`config.mk`:
```
export PLATFORM = sky130hd
export DESIGN_NAME = gpac_adc_capture_ctrl_flat
export DESIGN_NICKNAME = d
export VERILOG_FILES = /design/src/rtl/gpac_adc_capture_if.sv /design/src/rtl/gpac_adc_capture_ctrl.sv /design/src/flat_wrapper.sv
export SDC_FILE = /design/constraint.sdc
export NUM_CORES = 1
export LEC_CHECK = 0
export ABC_AREA = 1
export BUFFER_PORTS_ARGS = -buffer_cell sky130_fd_sc_hd__buf_2
export CAP_MARGIN = 5
export CORE_ASPECT_RATIO = 2
export CORE_UTILIZATION = 54
export CTS_CLUSTER_SIZE = 16
export DETAILED_ROUTE_END_ITERATION = 8
export GPL_ROUTABILITY_DRIVEN = 0
export GPL_TIMING_DRIVEN = 0
export PLACE_DENSITY_LB_ADDON = 0.2
export SETUP_SLACK_MARGIN = 0.02
export SLEW_MARGIN = 20
export SYNTH_ARGS = -nofsm -noshare
export SYNTH_HDL_FRONTEND = slang
export SYNTH_SLANG_ARGS = --single-unit
```
`constraint.sdc`:
```
create_clock -name ADC_ENC -period 2.1 [get_ports ADC_ENC]
set_input_delay 0.315 -clock ADC_ENC [delete_from_list [all_inputs] [get_ports ADC_ENC]]
set_output_delay 0.315 -clock ADC_ENC [all_outputs]
set_load 0.02 [all_outputs]
```
`src/rtl/gpac_adc_capture_if.sv`:
```
// Readout FIFO write port: the capture sequencer drives write/data and observes full.
interface gpac_adc_capture_if;
  logic        FIFO_FULL;
  logic        FIFO_WRITE;
  logic [31:0] FIFO_DATA;

  modport master (input FIFO_FULL, output FIFO_WRITE, output FIFO_DATA);
  modport slave  (output FIFO_FULL, input FIFO_WRITE, input FIFO_DATA);
endinterface

```
`src/rtl/gpac_adc_capture_ctrl.sv`:
```
// ADC capture sequencer: arm on START, optional trigger wait, capture a counted
// run of samples from one channel into tagged 32-bit FIFO words.
module gpac_adc_capture_ctrl #(
  parameter int CNT_WIDTH  = 24,
  parameter int LOST_WIDTH = 8
) (
  input  logic                  ADC_ENC,
  input  logic                  ADC_RST_N,
  input  logic                  START,
  input  logic                  ABORT,
  input  logic                  TRIG_EN,
  input  logic                  TRIGGER_IN,
  input  logic [CNT_WIDTH-1:0]  DATA_CNT,
  input  logic [1:0]            DATA_SEL,
  input  logic [13:0]           ADC_IN0,
  input  logic [13:0]           ADC_IN1,
  input  logic [13:0]           ADC_IN2,
  input  logic [13:0]           ADC_IN3,
  gpac_adc_capture_if.master    fifo,
  output logic                  BUSY,
  output logic                  DONE,
  output logic [LOST_WIDTH-1:0] LOST_CNT
);

  typedef enum logic [1:0] {
    IDLE      = 2'd0,
    WAIT_TRIG = 2'd1,
    CAPTURE   = 2'd2
  } state_t;

  state_t state, state_nxt;

  logic                  load;
  logic                  cap_p0;
  logic                  last_p0;
  logic                  trig_prev;
  logic                  trig_edge;
  logic [CNT_WIDTH-1:0]  cnt_lat;
  logic [1:0]            sel_lat;
  logic [CNT_WIDTH-1:0]  idx;
  logic [13:0]           sample_p0;
  logic [LOST_WIDTH-1:0] lost;
  logic                  vld_p1;
  logic                  done_p1;
  logic [31:0]           data_p1;

  function automatic logic [LOST_WIDTH-1:0] sat_inc(input logic [LOST_WIDTH-1:0] v);
    return (&v) ? v : v + LOST_WIDTH'(1);
  endfunction

  assign trig_edge = TRIGGER_IN & ~trig_prev;

  always_comb begin
    case (sel_lat)
      2'd0:    sample_p0 = ADC_IN0;
      2'd1:    sample_p0 = ADC_IN1;
      2'd2:    sample_p0 = ADC_IN2;
      default: sample_p0 = ADC_IN3;
    endcase
  end

  always_ff @(posedge ADC_ENC) begin
    if (!ADC_RST_N) state <= IDLE;
    else            state <= state_nxt;
  end

  // ABORT outranks both the trigger and the sample in the same cycle.
  always_comb begin
    state_nxt = state;
    load      = 1'b0;
    cap_p0    = 1'b0;
    last_p0   = 1'b0;
    case (state)
      IDLE: begin
        if (START) begin
          load      = 1'b1;
          state_nxt = TRIG_EN ? WAIT_TRIG : CAPTURE;
        end
      end
      WAIT_TRIG: begin
        if (ABORT)          state_nxt = IDLE;
        else if (trig_edge) state_nxt = CAPTURE;
      end
      CAPTURE: begin
        if (ABORT) begin
          state_nxt = IDLE;
        end else begin
          cap_p0 = 1'b1;
          if (cnt_lat != '0 && idx == cnt_lat - CNT_WIDTH'(1)) begin
            last_p0   = 1'b1;
            state_nxt = IDLE;
          end
        end
      end
      default: state_nxt = IDLE;
    endcase
  end

  // Edge detector history runs every cycle so a level held across START is not an edge.
  always_ff @(posedge ADC_ENC) begin
    trig_prev <= TRIGGER_IN;
  end

  // Stage p0 -> p1: sample consumed, output word registered.
  always_ff @(posedge ADC_ENC) begin
    if (!ADC_RST_N) begin
      cnt_lat <= '0;
      sel_lat <= '0;
      idx     <= '0;
      lost    <= '0;
      vld_p1  <= 1'b0;
      done_p1 <= 1'b0;
      data_p1 <= '0;
    end else begin
      vld_p1  <= cap_p0 & ~fifo.FIFO_FULL;
      done_p1 <= last_p0;
      if (load) begin
        cnt_lat <= DATA_CNT;
        sel_lat <= DATA_SEL;
        idx     <= '0;
        lost    <= '0;
      end
      if (cap_p0) begin
        idx <= idx + CNT_WIDTH'(1);
        if (fifo.FIFO_FULL) lost <= sat_inc(lost);
        else data_p1 <= {sel_lat, (idx == '0), idx[14:0], sample_p0};
      end
    end
  end

  assign fifo.FIFO_WRITE = vld_p1;
  assign fifo.FIFO_DATA  = data_p1;
  assign BUSY            = (state != IDLE);
  assign DONE            = done_p1;
  assign LOST_CNT        = lost;

endmodule

```
`src/flat_wrapper.sv`:
```
// flat-port wrapper written by rule: the top's interface ports become plain ports
module gpac_adc_capture_ctrl_flat 
#(
  parameter int CNT_WIDTH  = 24,
  parameter int LOST_WIDTH = 8
)
  (ADC_ENC, ADC_RST_N, START, ABORT, TRIG_EN, TRIGGER_IN, DATA_CNT, DATA_SEL, ADC_IN0, ADC_IN1, ADC_IN2, ADC_IN3, BUSY, DONE, LOST_CNT, fifo_FIFO_FULL, fifo_FIFO_WRITE, fifo_FIFO_DATA);
  gpac_adc_capture_if fifo_i ();
  input  logic ADC_ENC;
  input  logic ADC_RST_N;
  input  logic START;
  input  logic ABORT;
  input  logic TRIG_EN;
  input  logic TRIGGER_IN;
  input  logic [CNT_WIDTH-1:0] DATA_CNT;
  input  logic [1:0] DATA_SEL;
  input  logic [13:0] ADC_IN0;
  input  logic [13:0] ADC_IN1;
  input  logic [13:0] ADC_IN2;
  input  logic [13:0] ADC_IN3;
  output logic BUSY;
  output logic DONE;
  output logic [LOST_WIDTH-1:0] LOST_CNT;
  input wire logic [$bits(fifo_i.FIFO_FULL)-1:0] fifo_FIFO_FULL;
  output wire logic [$bits(fifo_i.FIFO_WRITE)-1:0] fifo_FIFO_WRITE;
  output wire logic [$bits(fifo_i.FIFO_DATA)-1:0] fifo_FIFO_DATA;
  assign fifo_i.FIFO_FULL = fifo_FIFO_FULL;
  assign fifo_FIFO_WRITE = fifo_i.FIFO_WRITE;
  assign fifo_FIFO_DATA = fifo_i.FIFO_DATA;
  gpac_adc_capture_ctrl #(.CNT_WIDTH(CNT_WIDTH), .LOST_WIDTH(LOST_WIDTH)) u_core (.ADC_ENC(ADC_ENC), .ADC_RST_N(ADC_RST_N), .START(START), .ABORT(ABORT), .TRIG_EN(TRIG_EN), .TRIGGER_IN(TRIGGER_IN), .DATA_CNT(DATA_CNT), .DATA_SEL(DATA_SEL), .ADC_IN0(ADC_IN0), .ADC_IN1(ADC_IN1), .ADC_IN2(ADC_IN2), .ADC_IN3(ADC_IN3), .fifo(fifo_i), .BUSY(BUSY), .DONE(DONE), .LOST_CNT(LOST_CNT));
endmodule
```
Word level (Yosys, flattened, before mapping)
Index checks and enable logic that the tools add are counted.
{"block": "op_classes", "addsub": 3, "eq_ne": 9, "muxes": 19, "n_bitwise": 6, "n_reduce_logical": 11}
{"operator": "$mux W24", "count": 2}
{"operator": "$pmux W14 S3", "count": 1}
{"operator": "$mux W8", "count": 4}
{"operator": "$add A24 B1 Y24 const B", "count": 1}
{"operator": "$eq A24 B24 Y1", "count": 1}
{"operator": "$logic_not A24 Y1", "count": 1}
{"operator": "$reduce_bool A24 Y1", "count": 1}
{"operator": "$sub A24 B1 Y24 const B", "count": 1}
{"operator": "$mux W2", "count": 6}
{"operator": "$add A8 B1 Y8 const B", "count": 1}
{"operator": "$reduce_and A8 Y1", "count": 1}
{"operator": "$ne A3 B2 Y1 const B", "count": 2}
{"operator": "$pmux W2 S3", "count": 1}
{"operator": "$mux W1", "count": 5}
{"operator": "$eq A2 B1 Y1 const B", "count": 2}
{"operator": "$eq A2 B2 Y1 const B", "count": 2}
{"operator": "$logic_not A2 Y1", "count": 2}
{"operator": "$not A1 Y1", "count": 4}
{"operator": "$reduce_bool A2 Y1", "count": 2}
{"operator": "$ne A3 B3 Y1 const B", "count": 1}
{"operator": "$reduce_and A3 Y1", "count": 1}
{"operator": "$reduce_or A3 Y1", "count": 1}
{"operator": "$and A1 B1 Y1", "count": 2}
{"operator": "$ne A2 B2 Y1 const B", "count": 1}
{"operator": "other kinds (2)", "count": 2}
{"block": "totals", "ff_bits": 95, "inputBits": 89}

Longest topological paths before layout
Gate-level depths: netlist of run 1.
{"block": "depth", "word_depth": 6, "ltp_mapped": 17, "depth_no_buf": 17}

Worst setup path after synthesis of run 1
OpenSTA, ideal clock, no wires.
{"block": "synth_path", "kind": "flip-flop to flip-flop", "startpoint": "reg u_core.lost[0] (netlist: u_core.LOST_CNT[0])", "endpoint": "reg u_core.lost[6] (netlist: u_core.LOST_CNT[6])", "setup_time_ns": 0.070, "arrival_time_ns": 1.803, "setup_slack_ns": 0.227, "stages_incl_launch_ff": 14, "period_less_slack_ns": 1.873, "cell_sequence": "dfxtp_1 > ha_1 > nand2_1 > nor3b_1 > inv_1 > nor2_1 > nand2_1 > nand2_1 > inv_1 > nor2_4 > inv_1 > o22ai_1 > nand2_1 > a21oi_1"}
{"block": "synth_via", "elab_chain_len": 4, "elab_cells_between_ends": 6}
{"item": "start, declared", "line_no": "gpac_adc_capture_ctrl.sv:42", "source": "logic [LOST_WIDTH-1:0] lost;"}
{"item": "start signal, assigned", "line_no": "gpac_adc_capture_ctrl.sv:125", "source": "if (fifo.FIFO_FULL) lost <= sat_inc(lost);"}
{"item": "$add A8 B1 Y8", "line_no": "gpac_adc_capture_ctrl.sv:48", "source": "return (&v) ? v : v + LOST_WIDTH'(1);"}
{"item": "$mux W8", "line_no": "gpac_adc_capture_ctrl.sv:48"}
{"item": "$mux W8", "line_no": "gpac_adc_capture_ctrl.sv:125"}
{"item": "$mux W8", "line_no": "gpac_adc_capture_ctrl.sv:123", "source": "if (cap_p0) begin"}
Parallel ways exist; a longest one is shown, timed or not. The select of a mux whose other input is x is not followed.
A chain may end at the register's enable or synchronous reset.

Worst setup path after layout of run 1
{"block": "layout_path", "startpoint": "reg u_core.idx[4]", "endpoint": "reg u_core.state[1]"}
{"block": "layout_via", "elab_chain_len": 4}
{"item": "start, declared", "line_no": "gpac_adc_capture_ctrl.sv:40", "source": "logic [CNT_WIDTH-1:0] idx;"}
{"item": "start signal, assigned", "line_no": "gpac_adc_capture_ctrl.sv:124", "source": "idx <= idx + CNT_WIDTH'(1);"}
{"item": "$eq A24 B24 Y1", "line_no": "gpac_adc_capture_ctrl.sv:89", "source": "if (cnt_lat != '0 && idx == cnt_lat - CNT_WIDTH'(1)) begin"}
{"item": "$logic_and A1 B1 Y1", "line_no": "gpac_adc_capture_ctrl.sv:89"}
{"item": "$ne A3 B2 Y1 (no line)"}
{"item": "$reduce_and A3 Y1 (no line)"}
{"item": "end signal, assigned", "line_no": "gpac_adc_capture_ctrl.sv:64", "source": "else state <= state_nxt;"}
{"item": "end, declared", "line_no": "gpac_adc_capture_ctrl.sv:31", "source": "state_t state, state_nxt;"}
No other way between the ends.

==> results of run 1 <==
-- flip-flops by register name (all words and copies together), names as in the netlist --
register,count
u_core.DONE,1
u_core.LOST_CNT,8
u_core.cnt_lat,24
u_core.fifo.FIFO_DATA,32
u_core.fifo.FIFO_WRITE,1
u_core.idx,24
u_core.sel_lat,2
u_core.state,2
u_core.trig_prev,1
-- critical path, delay by kind of cell, from the launching register on --
kind            cells  cell delay (ns)
compound gates      3             0.40
simple gates        8             0.76
buf+inv             2             0.28
flops               1             0.54
-- timing repair --
action,in CTS,in global routing
resized for setup,12,39
setup buffers,1,11
endpoints found under the setup margin,23,35
pin swaps,1,18
gates cloned,1,0
-- through the flow --
step                      setup WS, ns  utilization, %
after floorplan                  0.227               -
after global placement          -0.133            64.3
after detailed placement        -0.129            64.3
after CTS                       0.0299            67.9
after global routing           -0.0851            69.8
final                           0.0327            69.8
-- logic make-up (layout without fill, tap and decap cells) --
logic type                 Yosys count  after routing  synth area share (%)
AOI/OAI and AO/OA                  189            189                  20.4
xor gates and xnor gates            21             21                  3.37
adders and majority gates            4              4                 0.917
buffers and inverters              137            296                  9.90
DFF                                 95             95                  34.8
and+or+nand+nor                    367            368                  30.6
-- final cells by class --
| cell class | instances | area [um2] | share of cell area, % |
|---|---|---|---|
| well taps | 132 | 165 | 2.42 |
| inverters | 104 | 390 | 5.73 |
| multi-input cells | 582 | 3140 | 46.1 |
| flip-flops and latches | 95 | 1920 | 28.1 |
| plain buffers | 33 | 158 | 2.31 |
| clock buffers | 9 | 225 | 3.30 |
| clock inverters | 7 | 70.1 | 1.03 |
| repair buffers | 143 | 749 | 11.0 |
-- routing by layer --
layer  GRT usage, %  up-vias
met5              0        -
met4           24.8        0
met3           6.13      100
met2           62.5      302
met1           31.9     2813
li1               -     3019
-- synthesized netlist by cell type (3+ instances only) --
cell      number
nand2_1      179
inv_1         97
dfxtp_1       95
nor2_1        87
a21oi_1       73
o21ai_0       62
nand3_1       36
clkbuf_1      20
a221oi_1      19
nand4_1       17
xor2_1        17
a22oi_1       15
nor2_2        12
nor3_1         7
buf_2          6
a211oi_1       5
nand3b_1       5
nor2_4         5
buf_1          4
ha_1           4
inv_2          4
nor4_1         4
xnor2_1        4
a31oi_1        3
clkinv_1       3
nand3_2        3
-- power groups by stage --
stage	Combinational, W	Clock [W]	Sequential, W
floorplan	0.00105	0	0.00209
global placement	0.00148	0	0.00208
detailed placement	0.00151	0	0.00209
CTS	0.00156	0.00165	0.00205
global route	0.00185	0.00171	0.00207
finish	0.00167	0.00164	0.00205
-- worst paths after layout --
check | startpoint | endpoint | depth (start not counted)
worst min register to register | u_core.LOST_CNT[0] | u_core.LOST_CNT[0] | 1
worst max-delay path | u_core.idx[4] | u_core.state[1] | 13
worst min-delay path | TRIGGER_IN | u_core.trig_prev | 1
worst max register to register | u_core.idx[4] | u_core.state[1] | 13
==> impl_results.md, run 1 <==
- Post-Synthesis Cells: 813
- Yosys reg bits: 95
- Clock skew: 0.0136 ns
- Met2 WL post-DR: 9040 um
- Setup-failing EPs final: 0
- Nets: 1061
- Worst hold path type: in2reg
- Most frequent cells in the layout: nand2_1, buf_2, inv_1
- Most common cell after layout, fill and taps aside: nand2_1
- Max-cap violations: 0
- Maximum fanout along the worst path: 5
- Final hold vios: 0
- Area Growth Syn to Fin: 24.9%
- CP required: 2.37 ns
- Final period utilization: 98.4%
- Slowest CP cell: dfxtp_1
- Worst path most repeated cell: nand2_1
- Buffers on Ports: 131
- Antenna-violating nets left: 0
- Gr usage total: 33.7%
- Vias in the first global route: 5775
- Tot Pwr: 0.00536 W
- Met1 WL: 6030 um
- Num ports: 132
- Internal power: 0.00336 W
- Placed Area: 6280 um2
- Fmax achieved: 0.484 GHz
- Root buffer cell: clkbuf_16
- Yosys cell types: 46
- Worst setup EP type: register
- Syn avg cell area: 6.71 um2
- Die width: 73.1 um
- Met3 Wirelength: 1210 um
- Sequential area share after synthesis: 34.8%
- H-tree levels: 3
- Global-route wire length before repair: 26800 um
- Total CTS buffers: 9
- Site row count: 51
- Worst R2R Setup Slack: 0.03 ns
- Total gr overflow: 0
- # DRC: 1
- Core area: 9760 um2
- Cells after DPL: 1076
- Prevailing post-synth register cell: dfxtp_1
- Switching power: 0.00201 W
- Relative slew slack: 58.8%
- Crit path DAT: 2.33 ns
- Post-synth EDFFs: 0
- Setup TNS: 0 ns
- Unrepaired setup endpoints after global routing: yes
- Clk sink count: 95
- Seq pwr share: 38.3%
- Largest net degree at the start of global routing: 20
- Finished Cell Area: 6820 um2
- CTS Hold Bufs: 0
- Syn nets: 906
- Yosys warns: 0
- DR WL/cell: 16.1 um
- Layout cells sized above 1: 24.3%
- Slowest stage delay, CP: 0.54 ns
- Ant. Diodes: 0
- Top layer in use: met4
- Starting density of the core: 55.9%
- HPWL Detailed: 13400 um
- Sw frac: 37.5%
- Status: finished, violations left
- Final wirelength: 17700 um
- Die footprint: 10500 um2
- PwrDens: 787 nW/um2
- Final Critical Period: 2.07 ns
- Vias: 6234
- Final Non-Filler Cells: 1105
- Setup CP Type: reg2reg
- Die height: 144 um
- Area contributors post-synth: dfxtp_1, nand2_1, a21oi_1
- CTS tree: yes
- Logic gate share of total power: 31.1%
- Worst Tran Pin Value: 0.618 ns
- CTS max path bufs: 2
- Hold_ws: 0.0692 ns
- Initial antenna violation count: 0
- Fin. max-slew vios: 0
- Setup crit start kind: register
- Via density per instance: 5.64
- Clock share of power: 30.6%
- Fillers: 882
- Pleak: 3.23 nW
- Initial DRC Count: 541
- Reg clk slew, reported paths: 0.08 ns
- Post-Syn Area: 5460 um2
- DR pass1 iterations: 8
- Synth area leader: dfxtp_1
- Worst skew pair latency: 0.36 ns
- Peak supply drop: 0.682 mV
- Ys async rst share: 0%
- Cell Chain, Critical Path: inv_1, nor2_1, o21ai_0, nand2_1, nand2_1, nor2_1, nand2_1, nor2_1, nand3_1, o21bai_2, o21ai_1, nand2_1, inv_1
- Post-synth top area share: 34.8%
- Failing checks: DRC
Note: power is estimated with default switching activity, not from simulation.
==> run 2: changes to the inputs <==
--- a/config.mk
+++ b/config.mk
@@ -10,6 +10,7 @@
 export CAP_MARGIN = 5
 export CORE_ASPECT_RATIO = 2
 export CORE_UTILIZATION = 54
+export CTS_CLUSTER_DIAMETER = 60
 export CTS_CLUSTER_SIZE = 16
 export DETAILED_ROUTE_END_ITERATION = 8
 export GPL_ROUTABILITY_DRIVEN = 0
==> constraint.sdc (replaced) <==
create_clock -name ADC_ENC -period 2.1 [get_ports ADC_ENC]
set_input_delay 0.105 -clock ADC_ENC [delete_from_list [all_inputs] [get_ports ADC_ENC]]
set_output_delay 0.105 -clock ADC_ENC [all_outputs]
set_load 0.02 [all_outputs]
==> run 2 against run 1 <==
  * The flow now finishes without violations
  * Final cell count grew 0.27%
  * Register-to-register slack is essentially flat
  * Power is essentially flat
  * Routed wire length grew 0.30%
  * Critical path depth is the same
  * Critical endpoint unchanged
==> impl_results.md, run 2 (synthesized netlist as in run 1, its figures left out) <==
- Max-cap violations: 0
- # DRC: 0
- Placed Area: 6280 um2
- Largest net degree at the start of global routing: 20
- CTS max path bufs: 2
- DR pass1 iterations: 6
- Seq pwr share: 38.3%
- HPWL Detailed: 13400 um
- Dpl ws: -0.129 ns
- Most Crowded Layer GR: met2
- Global routing met1 resource utilization: 31.9%
- R2R depth: 13
- Clk sink count: 95
- Layout cells sized above 1: 24.2%
- Ant. Diodes: 0
- Die height: 144 um
- Worst skew pair latency: 0.36 ns
- CTS tree: yes
- Unrepaired setup endpoints after global routing: yes
- Site row count: 51
- Pleak: 3.24 nW
- Final wirelength: 17800 um
- Final Non-Filler Cells: 1108
- Maximum fanout along the worst path: 6
- Fmax achieved: 0.487 GHz
- Fillers: 876
- M2 GR Usage: 62.8%
- Root buffer cell: clkbuf_16
- Die footprint: 10500 um2
- Core area: 9760 um2
- Num ports: 132
- Crit path DAT: 2.32 ns
- Most common cell after layout, fill and taps aside: nand2_1
- Worst hold path type: in2reg
- Initial antenna violation count: 0
- Final period utilization: 97.8%
- Starting density of the core: 55.9%
- Hold Startpoint: DATA_CNT[13]
- Via density per instance: 5.66
- Worst Tran Pin Value: 0.594 ns
- Vias in the first global route: 5801
- Final Critical Period: 2.05 ns
- Worst setup EP type: register
- CP required: 2.37 ns
- Relative slew slack: 60.4%
- Global-route wire length before repair: 26900 um
- DR WL/cell: 16.1 um
- Hold endpoint: u_core.cnt_lat[13]
- Met3 Use GR: 6.13%
- Setup-failing EPs final: 0
- Setup crit start kind: register
- Area Growth Syn to Fin: 25.4%
- Total CTS buffers: 9
- Final Worst Setup Slack: 0.0464 ns
- Worst R2R Setup Slack: 0.05 ns
- Buffers on Ports: 131
- Die width: 73.1 um
- Sw frac: 37.4%
- Status: completed
- RR Endpoint: u_core.state[1]
- Setup CP Type: reg2reg
- Finished Cell Area: 6850 um2
- Clock share of power: 30.5%
- Nets: 1064
- Internal power: 0.00336 W
- Fin. max-slew vios: 0
- Most frequent cells in the layout: nand2_1, buf_2, inv_1
- Reg clk slew, reported paths: 0.08 ns
- Total gr overflow: 0
- RR Startpoint: u_core.cnt_lat[0]
- Clock skew: 0.0142 ns
- Largest register FFs: 32
- Antenna-violating nets left: 0
- Hold Path Depth: 3
- Final hold vios: 0
- Switching power: 0.00201 W
- Logic gate share of total power: 31.2%
- Peak supply drop: 0.678 mV
- Gr usage total: 33.8%
- H-tree levels: 3
- PwrDens: 784 nW/um2
- Vias: 6269
- Initial DRC Count: 592
- Cells after DPL: 1076
==> run 2: power by group through the flow <==
| stage | Clock [W] | Sequential [W] | Combinational (W) |
|---|---|---|---|
| 2_1_floorplan | 0 | 0.00209 | 0.00105 |
| 3_5_place_dp | 0 | 0.00209 | 0.00151 |
| 4_1_cts | 0.00165 | 0.00205 | 0.00157 |
| 3_3_place_gp | 0 | 0.00208 | 0.00148 |
| 6_report | 0.00164 | 0.00205 | 0.00168 |
| 5_1_grt | 0.00171 | 0.00207 | 0.00186 |
==> run 2: worst max-delay path, stage by stage, from the launching register on <==
cell      delay, ns
dfxtp_2        0.33
inv_2          0.08
ha_4           0.16
nand3_4        0.13
nor2_4         0.22
nand4_1        0.21
nand3_1        0.14
nand2_1        0.07
nor2_2         0.08
nand3_1        0.09
o21bai_2       0.22
o21ai_1        0.10
nand2_1        0.07
inv_1          0.05
==> run 2: worst max-delay path by stage <==
| stage | start | end | slack (ns) |
|---|---|---|---|
| after detailed placement | u_core.idx[0] | u_core.idx[18] | -0.13 |
| after floorplan | u_core.LOST_CNT[0] | u_core.LOST_CNT[6] | 0.23 |
| final | u_core.cnt_lat[0] | u_core.state[1] | 0.05 |
| after CTS | u_core.cnt_lat[0] | u_core.state[1] | 0.03 |
| after global routing | u_core.cnt_lat[0] | u_core.state[1] | -0.09 |
| after global placement | u_core.idx[1] | u_core.idx[18] | -0.13 |
==> run 2: layout make-up <==
cell class,instances,area [um2],area share (%)
multi-input combinational,582,3140,45.9
sequential,95,1920,28.0
timing repair buffer,146,779,11.4
inverter,104,390,5.70
clock buffer,9,225,3.29
tap,132,165,2.41
buffer,33,158,2.30
clock inverter,7,70.1,1.02
==> run 2: metal layers <==
metal | vias up | share of wire [%] | routed length [um]
li1 | 3025 | - | -
met1 | 2834 | 34 | 6040
met2 | 311 | 52 | 9200
met3 | 99 | 6.7 | 1190
met4 | 0 | 7.7 | 1370
met5 | - | 0 | 0
==> run 2: timing repair <==
item,4_1_cts,5_1_grt
hold endpoints to repair,3,0
setup endpoints to repair,23,35
setup buffers,1,11
pin swaps,1,18
resized for setup,12,39
cloned,1,0
hold buffers,3,0
==> run 2: through the flow <==
step	util [%]	power [W]	hold slack, ns	setup TNS, ns
after floorplan	-	0.00315	0.133	0
after global placement	64.3	0.00357	0.223	-0.369
after detailed placement	64.3	0.00360	0.225	-0.596
after CTS	68.2	0.00526	0.00533	0
after global routing	70.1	0.00564	0.0253	-0.175
final	70.1	0.00537	0.00798	0
